--- src/rtl/uart_tx.sv ---
// uart_tx: UART transmitter that sends start, LSB-first data, optional parity and stop bits.
// Define UART_TX_PARITY_EN to build in the parity bit (PAR_EN / PAR_TYP).
module uart_tx #(
  parameter int DATA_W = 8
) (
  input  logic              CLK,
  input  logic              RST,
  input  logic [DATA_W-1:0] P_DATA,
  input  logic              DATA_VALID,
  input  logic              PAR_EN,
  input  logic              PAR_TYP,
  input  logic [4:0]        prescale,
  output logic              TX_OUT,
  output logic              Busy
);

  localparam int BW = (DATA_W > 1) ? $clog2(DATA_W) : 1;
  localparam logic [BW-1:0] LAST_BIT = BW'(DATA_W - 1);

  typedef enum logic [2:0] {
    IDLE,
    START,
    DATA,
`ifdef UART_TX_PARITY_EN
    PARITY,
`endif
    STOP
  } state_t;

  state_t            state_q;
  logic [4:0]        cnt_q;
  logic [4:0]        pre_q;
  logic [BW-1:0]     bit_q;
  logic [DATA_W-1:0] sh_q;
  logic              tx_q;
  logic              busy_q;
  logic              bit_end;

`ifdef UART_TX_PARITY_EN
  logic              par_en_q;
  logic              par_q;
`else
  logic              unused_par;
  assign unused_par = PAR_EN ^ PAR_TYP;
`endif

  // A prescale of 0 latches as 0, and 0 - 1 wraps to 31: a 32-cycle bit.
  assign bit_end = (cnt_q == pre_q - 5'd1);

  assign TX_OUT = tx_q;
  assign Busy   = busy_q;

  // Frame sequencer: registered line and busy, settings frozen at accept.
  always_ff @(posedge CLK) begin
    if (RST) begin
      state_q  <= IDLE;
      cnt_q    <= '0;
      pre_q    <= '0;
      bit_q    <= '0;
      sh_q     <= '0;
      tx_q     <= 1'b1;
      busy_q   <= 1'b0;
`ifdef UART_TX_PARITY_EN
      par_en_q <= 1'b0;
      par_q    <= 1'b0;
`endif
    end else begin
      unique case (state_q)
        IDLE: begin
          tx_q  <= 1'b1;
          cnt_q <= '0;
          bit_q <= '0;
          if (DATA_VALID) begin
            sh_q     <= P_DATA;
            pre_q    <= prescale;
`ifdef UART_TX_PARITY_EN
            par_en_q <= PAR_EN;
            par_q    <= (^P_DATA) ^ PAR_TYP;
`endif
            tx_q     <= 1'b0;
            busy_q   <= 1'b1;
            state_q  <= START;
          end
        end
        START: begin
          if (bit_end) begin
            cnt_q   <= '0;
            bit_q   <= '0;
            tx_q    <= sh_q[0];
            state_q <= DATA;
          end else begin
            cnt_q <= cnt_q + 5'd1;
          end
        end
        DATA: begin
          if (bit_end) begin
            cnt_q <= '0;
            if (bit_q == LAST_BIT) begin
`ifdef UART_TX_PARITY_EN
              if (par_en_q) begin
                tx_q    <= par_q;
                state_q <= PARITY;
              end else begin
                tx_q    <= 1'b1;
                state_q <= STOP;
              end
`else
              tx_q    <= 1'b1;
              state_q <= STOP;
`endif
            end else begin
              bit_q <= bit_q + 1'b1;
              sh_q  <= sh_q >> 1;
              tx_q  <= sh_q[1];
            end
          end else begin
            cnt_q <= cnt_q + 5'd1;
          end
        end
`ifdef UART_TX_PARITY_EN
        PARITY: begin
          if (bit_end) begin
            cnt_q   <= '0;
            tx_q    <= 1'b1;
            state_q <= STOP;
          end else begin
            cnt_q <= cnt_q + 5'd1;
          end
        end
`endif
        STOP: begin
          tx_q <= 1'b1;
          if (bit_end) begin
            cnt_q   <= '0;
            busy_q  <= 1'b0;
            state_q <= IDLE;
          end else begin
            cnt_q <= cnt_q + 5'd1;
          end
        end
        default: begin
          cnt_q   <= '0;
          tx_q    <= 1'b1;
          busy_q  <= 1'b0;
          state_q <= IDLE;
        end
      endcase
    end
  end

endmodule

--- config.mk ---
export PLATFORM = sky130hd
export DESIGN_NAME = uart_tx
export DESIGN_NICKNAME = d
export VERILOG_FILES = /design/src/rtl/uart_tx.sv
export SDC_FILE = /design/constraint.sdc
export NUM_CORES = 1
export LEC_CHECK = 0
export CAP_MARGIN = 10
export CORE_MARGIN = 8
export CORE_UTILIZATION = 45
export CTS_CLUSTER_DIAMETER = 80
export DETAILED_ROUTE_END_ITERATION = 16
export MAX_ROUTING_LAYER = met4
export PLACE_DENSITY = 0.66
export SETUP_SLACK_MARGIN = 0.5
export SLEW_MARGIN = 0
export SYNTH_ARGS = -nofsm -noshare
export SYNTH_HDL_FRONTEND = slang
export SYNTH_SLANG_ARGS = --single-unit
--- constraint.sdc ---
create_clock -name CLK -period 2.45 [get_ports CLK]
set_input_delay 0.3675 -clock CLK [delete_from_list [all_inputs] [get_ports CLK]]
set_output_delay 0.3675 -clock CLK [all_outputs]
set_load 0.1 [all_outputs]
==> summary.md, run 1 <==
| Metric | Value |
|---|---|
| Outcome | completed |
| Routability congestion estimate | 0.7673 |
| Power per cell area | ~1000 nW/um^2 |
| Final WL | 3293 um |
| First-pass GRT wire length | roughly 5000 um |
| Peak VDD IR | roughly 740 uV |
| Antenna violations before repair | 0 |
| Clk pwr share | roughly a tenth |
| Fraction of registers with async set/reset | 0% |
| Startpoint Class | flop |
| Fin crit share | 84.10% |
| Crit-path max FO | 5 |
| Clock Skew | between 0.002 and 0.003 ns |
| Final-layout fill cell count | approximately 240 |
| Critical path's largest stage delay | approximately 0.49 ns |
| Yosys reg bits | 25 |
| Post-DRT Antenna Nets | 0 |
| Final Hold Viols | 0 |
| Sequential share of power | between 30 and 40% |
| CP bufs+invs | 1 |
| Area occupied by registers | 503.0 um^2 |
| Routed len/inst | approximately 16 um |
| Vias in the first global route | roughly 1.2k |
| Post-Place Cells | approximately 200 |
| Critical Path RT | ~2.7 ns |
| Pre-Repair DR Iteration Count | 2 |
| Most frequent cells in the layout | dfxtp_1, clkdlybuf4s50_1, nor2_1, buf_4, nand2_1 |
| Nets | between 200 and 250 |
| Drt via density | 5.536 |
| Finished layout cell area | 1815 um^2 |
| Largest net degree at the start of global routing | 16 |
| Leakage | roughly 0.7 nW |
| Pre-CTS setup slack | between 0.2 and 0.3 ns |
| Starting Density | between 40% and 50% |
| Relative slew slack | approximately 73% |
| P_int | 1.029 mW |
| Setup CP Type | flop to flop |
| Critical path depth | 8 |
| TritonCTS clock tree | done |
| Num CTS Buffers | 3 |
| Final setup TNS | 0 ns |
| Fraction of layout cells with a size suffix above 1 | roughly 27% |
| Port Buf Inserts | 17 |
| Core footprint | between 2000 and 3000 um^2 |
| Routed vias | around 1.2k |
| Post-DP Area | roughly 1500 um^2 |
| Synth cell types | 37 |
| Io pins | 20 |
| Sequential share of the synthesized area | about 37% |
| Skew-Pair Late Insertion Delay | 0.32 ns |
| Fmax achieved | roughly 0.49 GHz |
| Synth Flop Type | dfxtp_1 |
| Residual DRC | 0 |
| RSZ-0062 raised after global routing | true |
| Synth Net Count | ~180 |
| Mean Syn Cell Area | 9.036 um^2 |
| CP Data Arrival Time | 2.33 ns |
| Placed wire-length estimate | 2029 um |
| Clock transition at path regs | 0.13 ns |
| GRT Overall Usage | approximately an eighth |
| Worst Hold Class | flop to flop |
| Total congestion overflow | 0 |
| Core Rows | 20 |
| Total area of multi-input combinational cells | between 900 and 1000 um^2 |
| Die area | around 5000 um^2 |
| Slew @ Worst Pin | 0.4064 ns |
| Synthesis-to-finish area growth | 34.85% |
| Clock sinks | 25 |
| H-tree Lvls | 1 |
| Pins Over Slew Limit | 0 |
| Worst path cell trace | inv_2 -> ha_4 -> nand2b_1 -> a21boi_4 -> o211ai_4 -> o21a_1 -> or4_4 -> a21oi_2 |
| CTS root buf | clkbuf_4 |
| Switch share | 43.88% |
| Final setup fails | 0 |
| Hold Crit Depth | 2 |
| Max cap viols | 0 |
| Tmin final | just over 2 ns |
| Initial drt markers | 44 |
| Final Non-Filler Cells | between 200 and 250 |
| Clk buf depth | 2 |
| Comb pwr share | 56.6% |
| Cells after Synth | ~150 |
| Die X | roughly 71 um |
| Synth Cell Area | roughly 1300 um^2 |
| Critical path's top delay family | compound AO/OA/AOI/OAI gates |
| P_sw | around 0.80 mW |
| Worst setup margin | 0.3895 ns |
| Most common cell after layout, fill and taps aside | dfxtp_1 |
| Critical-path top delay cell | or4_4 |
| Synth warnings | 0 |
| Chip Height | between 70 and 80 um |
| Post-CTS Hold Buffers | 0 |
| EDFF count, synth | 0 |
| Worst reg2reg path depth | 8 |
| N_diodes | 0 |
| CP Capture Type | flop |
[cells by family (layout without fill, tap and decap cells)]
group | Yosys count | in the layout | share of synthesized area, %
compound gates | 35 | 36 | 19.89
xor+xnor | 9 | 9 | 5.855
fa+ha+maj | 9 | 9 | 8.364
buf+inv | 16 | 44 | 4.740
flops | 25 | 25 | 37.17
mux | 10 | 10 | 7.435
simple gates | 45 | 45 | 16.54
[Yosys cell counts, drive strengths merged, types with 3 or more instances]
| library cell | n | area (um^2) |
|---|---|---|
| a211oi | 10 | 80.07 |
| a21oi | 9 | 48.80 |
| clkbuf | 4 | 15.01 |
| dfxtp | 25 | 500.5 |
| ha | 9 | 112.6 |
| inv | 10 | 37.54 |
| mux2i | 10 | 100.1 |
| nand2 | 10 | 37.54 |
| nand2b | 4 | 25.02 |
| nand3 | 8 | 40.04 |
| nor2 | 14 | 52.55 |
| o21ai | 4 | 20.01 |
| xnor2 | 3 | 26.28 |
| xor2 | 6 | 52.55 |
[power by group through the flow]
stage	combinational (mW)	clock, mW	sequential, mW
finish	1.04	0.186	0.609
global route	1.13	0.213	0.617
CTS	0.865	0.189	0.599
floorplan	0.544	0	0.694
detailed placement	0.781	0	0.610
global placement	0.765	0	0.606
[area by class of cell]
cell class	instances	share of cell area, %
clock buffers	4	1.447
inverters	10	2.068
multi-input cells	109	51.83
flip-flops and latches	25	27.71
well taps	33	2.274
repair buffers	30	14.68
[through the flow]
stage / hold WS, ns / power [mW] / util (%)
detailed placement: 0.4576 / 1.391 / 52.42
global placement: 0.4530 / 1.371 / 52.42
finish: 0.4838 / 1.833 / 61.48
CTS: 0.4891 / 1.653 / 56.91
global route: 0.5278 / 1.957 / 61.48
floorplan: 0.4399 / 1.238 / -
[routing by layer]
metal  up-vias  share of wire [%]  global-route usage, %
met2        23                 49                  21.83
met4         0                2.8                  3.464
met1       546                 45                  12.78
li1        584                  -                      -
met5         -                  0                      -
met3        15                3.1                  3.390
[final timing paths]
kind	slack, ns	start	endpoint
min	0.48	pre_q[4]	pre_q[4]
max reg2reg	0.39	pre_q[0]	state_q[0]
min reg2reg	0.48	pre_q[4]	pre_q[4]
max	0.39	pre_q[0]	state_q[0]
[worst reg2reg max path, delay by kind of cell (launching register included)]
family / cells / cell delay (ns)
AOI/OAI and AO/OA: 4 / 0.75
and+or+nand+nor: 2 / 0.68
DFF: 1 / 0.37
adders and majority gates: 1 / 0.17
buffers and inverters: 1 / 0.05
[state kept, by name (all words and copies together) (netlist names)]
register  flops
cnt_q         5
sh_q          8
bit_q         3
pre_q         5
Busy          1
state_q       2
TX_OUT        1
[timing repair]
item,in CTS,in global routing
resized for setup,11,17
setup endpoints to repair,12,13
gates cloned,0,1
pin swaps,7,11
setup buffers,6,5
(Power assumes the default switching activity.)
==> run 2: changes to the inputs <==
Clock period 2.45 ns to 2 ns, I/O delays scaled along.
==> summary.md, run 2 (synthesized netlist as in run 1, its figures left out) <==
| Metric | Value |
|---|---|
| N_diodes | 0 (unchanged) |
| Starting Density | 45.59% (unchanged) |
| Setup CP Type | flop to flop |
| Worst setup margin | -0.07023 ns (-0.4598 ns) |
| GRT met3 Usage | 1.977% (-1.4 points) |
| Hold Crit Depth | 2 (unchanged) |
| Critical path origin | pre_q[0] |
| Pre-Repair DR Iteration Count | 4 (+2) |
| Largest net degree at the start of global routing | 15 (-1) |
| Most frequent cells in the layout | dfxtp_1, buf_4, clkdlybuf4s50_1, mux2i_1, a211oi_2 |
| Max FFs per register | 8 (unchanged) |
| Outcome | complete, but fails checks |
| Post-DRT Antenna Nets | 0 (unchanged) |
| Placed wire-length estimate | 2173 um (+7.1%) |
| Chip Height | 70.70 um (unchanged) |
| Worst Hold Class | flop to flop |
| Skew-Pair Late Insertion Delay | 0.33 ns (about the same) |
| Violations in the final reports | setup timing |
| H-tree Lvls | 1 (unchanged) |
| Routed len/inst | 15.63 um (+0.15%) |
| Io pins | 20 (unchanged) |
| Pins Over Slew Limit | 0 (unchanged) |
| R2r endpoint | state_q[0] |
| Switch share | 44.41% (+0.53 points) |
| Relative slew slack | 61.96% (-11 points) |
| Critical Path RT | 2.28 ns (-0.44 ns) |
| Fraction of layout cells with a size suffix above 1 | 37.16% (+10 points) |
| Post-CTS Hold Buffers | 0 (unchanged) |
| Clock sinks | 25 (unchanged) |
| Core footprint | 2953 um^2 (unchanged) |
| Num CTS Buffers | 3 (unchanged) |
| Post-DP Area | 1623 um^2 (+4.9%) |
| Most common cell after layout, fill and taps aside | dfxtp_1 |
| Final Total Pwr | 2.611 mW (+42%) |
| GRT Overall Usage | 13.80% (+1.6 points) |
| P_sw | 1.160 mW (+44%) |
| Antenna violations before repair | 0 (unchanged) |
| CP bufs+invs | 1 (unchanged) |
| Total congestion overflow | 0 (unchanged) |
| GRT met2 Usage | 25.03% (+3.2 points) |
| Critical-path top delay cell | or4_4 |
| TritonCTS clock tree | done |
| Fmax achieved | 0.4830 GHz (-0.47%) |
| Startpoint Class | flop |
| Initial drt markers | 29 (-34%) |
| Clk buf depth | 2 (unchanged) |
| Final hold slack | 0.4938 ns (+0.01001 ns) |
| Nets | 211 (+2.4%) |
| Die area | 4998 um^2 (unchanged) |
| Pre-CTS setup slack | -0.07143 ns (-0.3319 ns) |
| CP Capture Type | flop |
| CP Data Arrival Time | 2.35 ns (+0.02 ns) |
| Sequential share of power | 30.0% (-3.2 points) |
| Final Hold Viols | 0 (unchanged) |
| Reg2Reg Setup Slack | -0.07 ns (-0.46 ns) |
| GR peak layer | met2 |
| Finished layout cell area | 1958 um^2 (+7.9%) |
| Drt via density | 5.560 (+0.45%) |
| Core Rows | 20 (unchanged) |
| Fin crit share | 103.5% (+19 points) |
| Max cap viols | 0 (unchanged) |
| Worst path cell trace | inv_2 -> ha_4 -> xor2_2 -> o211a_4 -> o211ai_4 -> o21a_1 -> or4_4 -> a21oi_2 |
| HP Start | bit_q[2] |
| Residual DRC | 0 (unchanged) |
| Power per cell area | 1334 nW/um^2 (+32%) |
| First-pass GRT wire length | 5513 um (+11%) |
| Port Buf Inserts | 17 (unchanged) |
| Crit-path max FO | 3 (-2) |
| Worst reg2reg path depth | 8 (unchanged) |
| Final setup fails | 3 (+3) |
| Routed vias | 1201 (+2.8%) |
| Reg-to-reg critical path startpoint | pre_q[0] |
| Routability congestion estimate | 0.8550 (+11%) |
| Die X | 70.70 um (unchanged) |
| Synthesis-to-finish area growth | 45.45% |
| Leakage | 0.7572 nW (+9.6%) |
| Slew @ Worst Pin | 0.5694 ns (+0.1630 ns) |
| Clk pwr share | 9.2% (-0.9 points) |
| Peak VDD IR | 850.5 uV (+15%) |
| Biggest register | sh_q |
| Top Registers | sh_q: 8 flops, cnt_q: 5 flops, pre_q: 5 flops |
| Vias in the first global route | 1205 (+1.6%) |
| RSZ-0062 raised after global routing | true |
| Clock transition at path regs | 0.14 ns (about the same) |
| P_int | 1.452 mW (+41%) |
| Final WL | 3376 um (+2.5%) |
| Met1 Use GR | 14.43% (+1.6 points) |
| Critical path's largest stage delay | 0.49 ns (about the same) |
| Critical path's top delay family | compound AO/OA/AOI/OAI gates |
| Hold Path End | bit_q[2] |
| Tmin final | 2.070 ns (+0.009754 ns) |
| Final-layout fill cell count | 235 (-3.7%) |
| CTS root buf | clkbuf_4 |
| Clock Skew | 0.002502 ns (-0.0003461 ns) |
| Comb pwr share | 60.8% (+4.2 points) |
run 2: cell type report:
class / instances / area, um^2 / share of cell area [%]
multi-input combinational: 108 / 999.7 / 51.05
inverter: 10 / 37.54 / 1.917
timing repair buffer: 36 / 347.8 / 17.76
clock inverter: 1 / 5.005 / 0.2556
sequential: 25 / 504.2 / 25.75
tap: 33 / 41.29 / 2.109
clock buffer: 3 / 22.52 / 1.150
run 2: worst max-delay path by stage:
stage,endpoint,slack [ns],depth (start not counted)
4_1_cts,state_q[0],-0.03,8
5_1_grt,state_q[0],-0.12,8
2_1_floorplan,state_q[0],0.03,8
3_3_place_gp,state_q[0],-0.02,8
3_5_place_dp,state_q[0],-0.07,8
6_report,state_q[0],-0.07,8
run 2: stage by stage:
step	util, %	TNS, ns	cells
floorplan	-	0	149
global placement	54.96	-0.02263	205
detailed placement	54.96	-0.3898	205
CTS	61.02	-0.02585	214
global route	66.31	-0.4814	216
finish	66.31	-0.09971	216
run 2: what timing repair did:
item,CTS,global route
resized for setup,24,29
buffers inserted,4,2
pin swaps,12,9
gates cloned,1,0
setup endpoints to repair,20,25
run 2: worst register-to-register path, delay by kind of cell, from the launching register on:
family / cells / cell delay (ns)
flops: 1 / 0.37
buf+inv: 1 / 0.05
simple gates: 1 / 0.49
fa+ha+maj: 1 / 0.26
xor+xnor: 1 / 0.17
compound gates: 4 / 0.69
run 2: layer usage:
layer	part of all wire, %	wire length, um
met4	2.1	72
met2	51	1722
met1	45	1515
met5	0	0
met3	2.0	66
run 2: power by group through the flow:
stage	clock network [mW]	registers, mW	logic, mW
finish	0.239	0.783	1.59
global route	0.270	0.801	1.70
CTS	0.249	0.748	1.23
detailed placement	0	0.750	1.03
global placement	0	0.739	1.01
floorplan	0	0.851	0.676
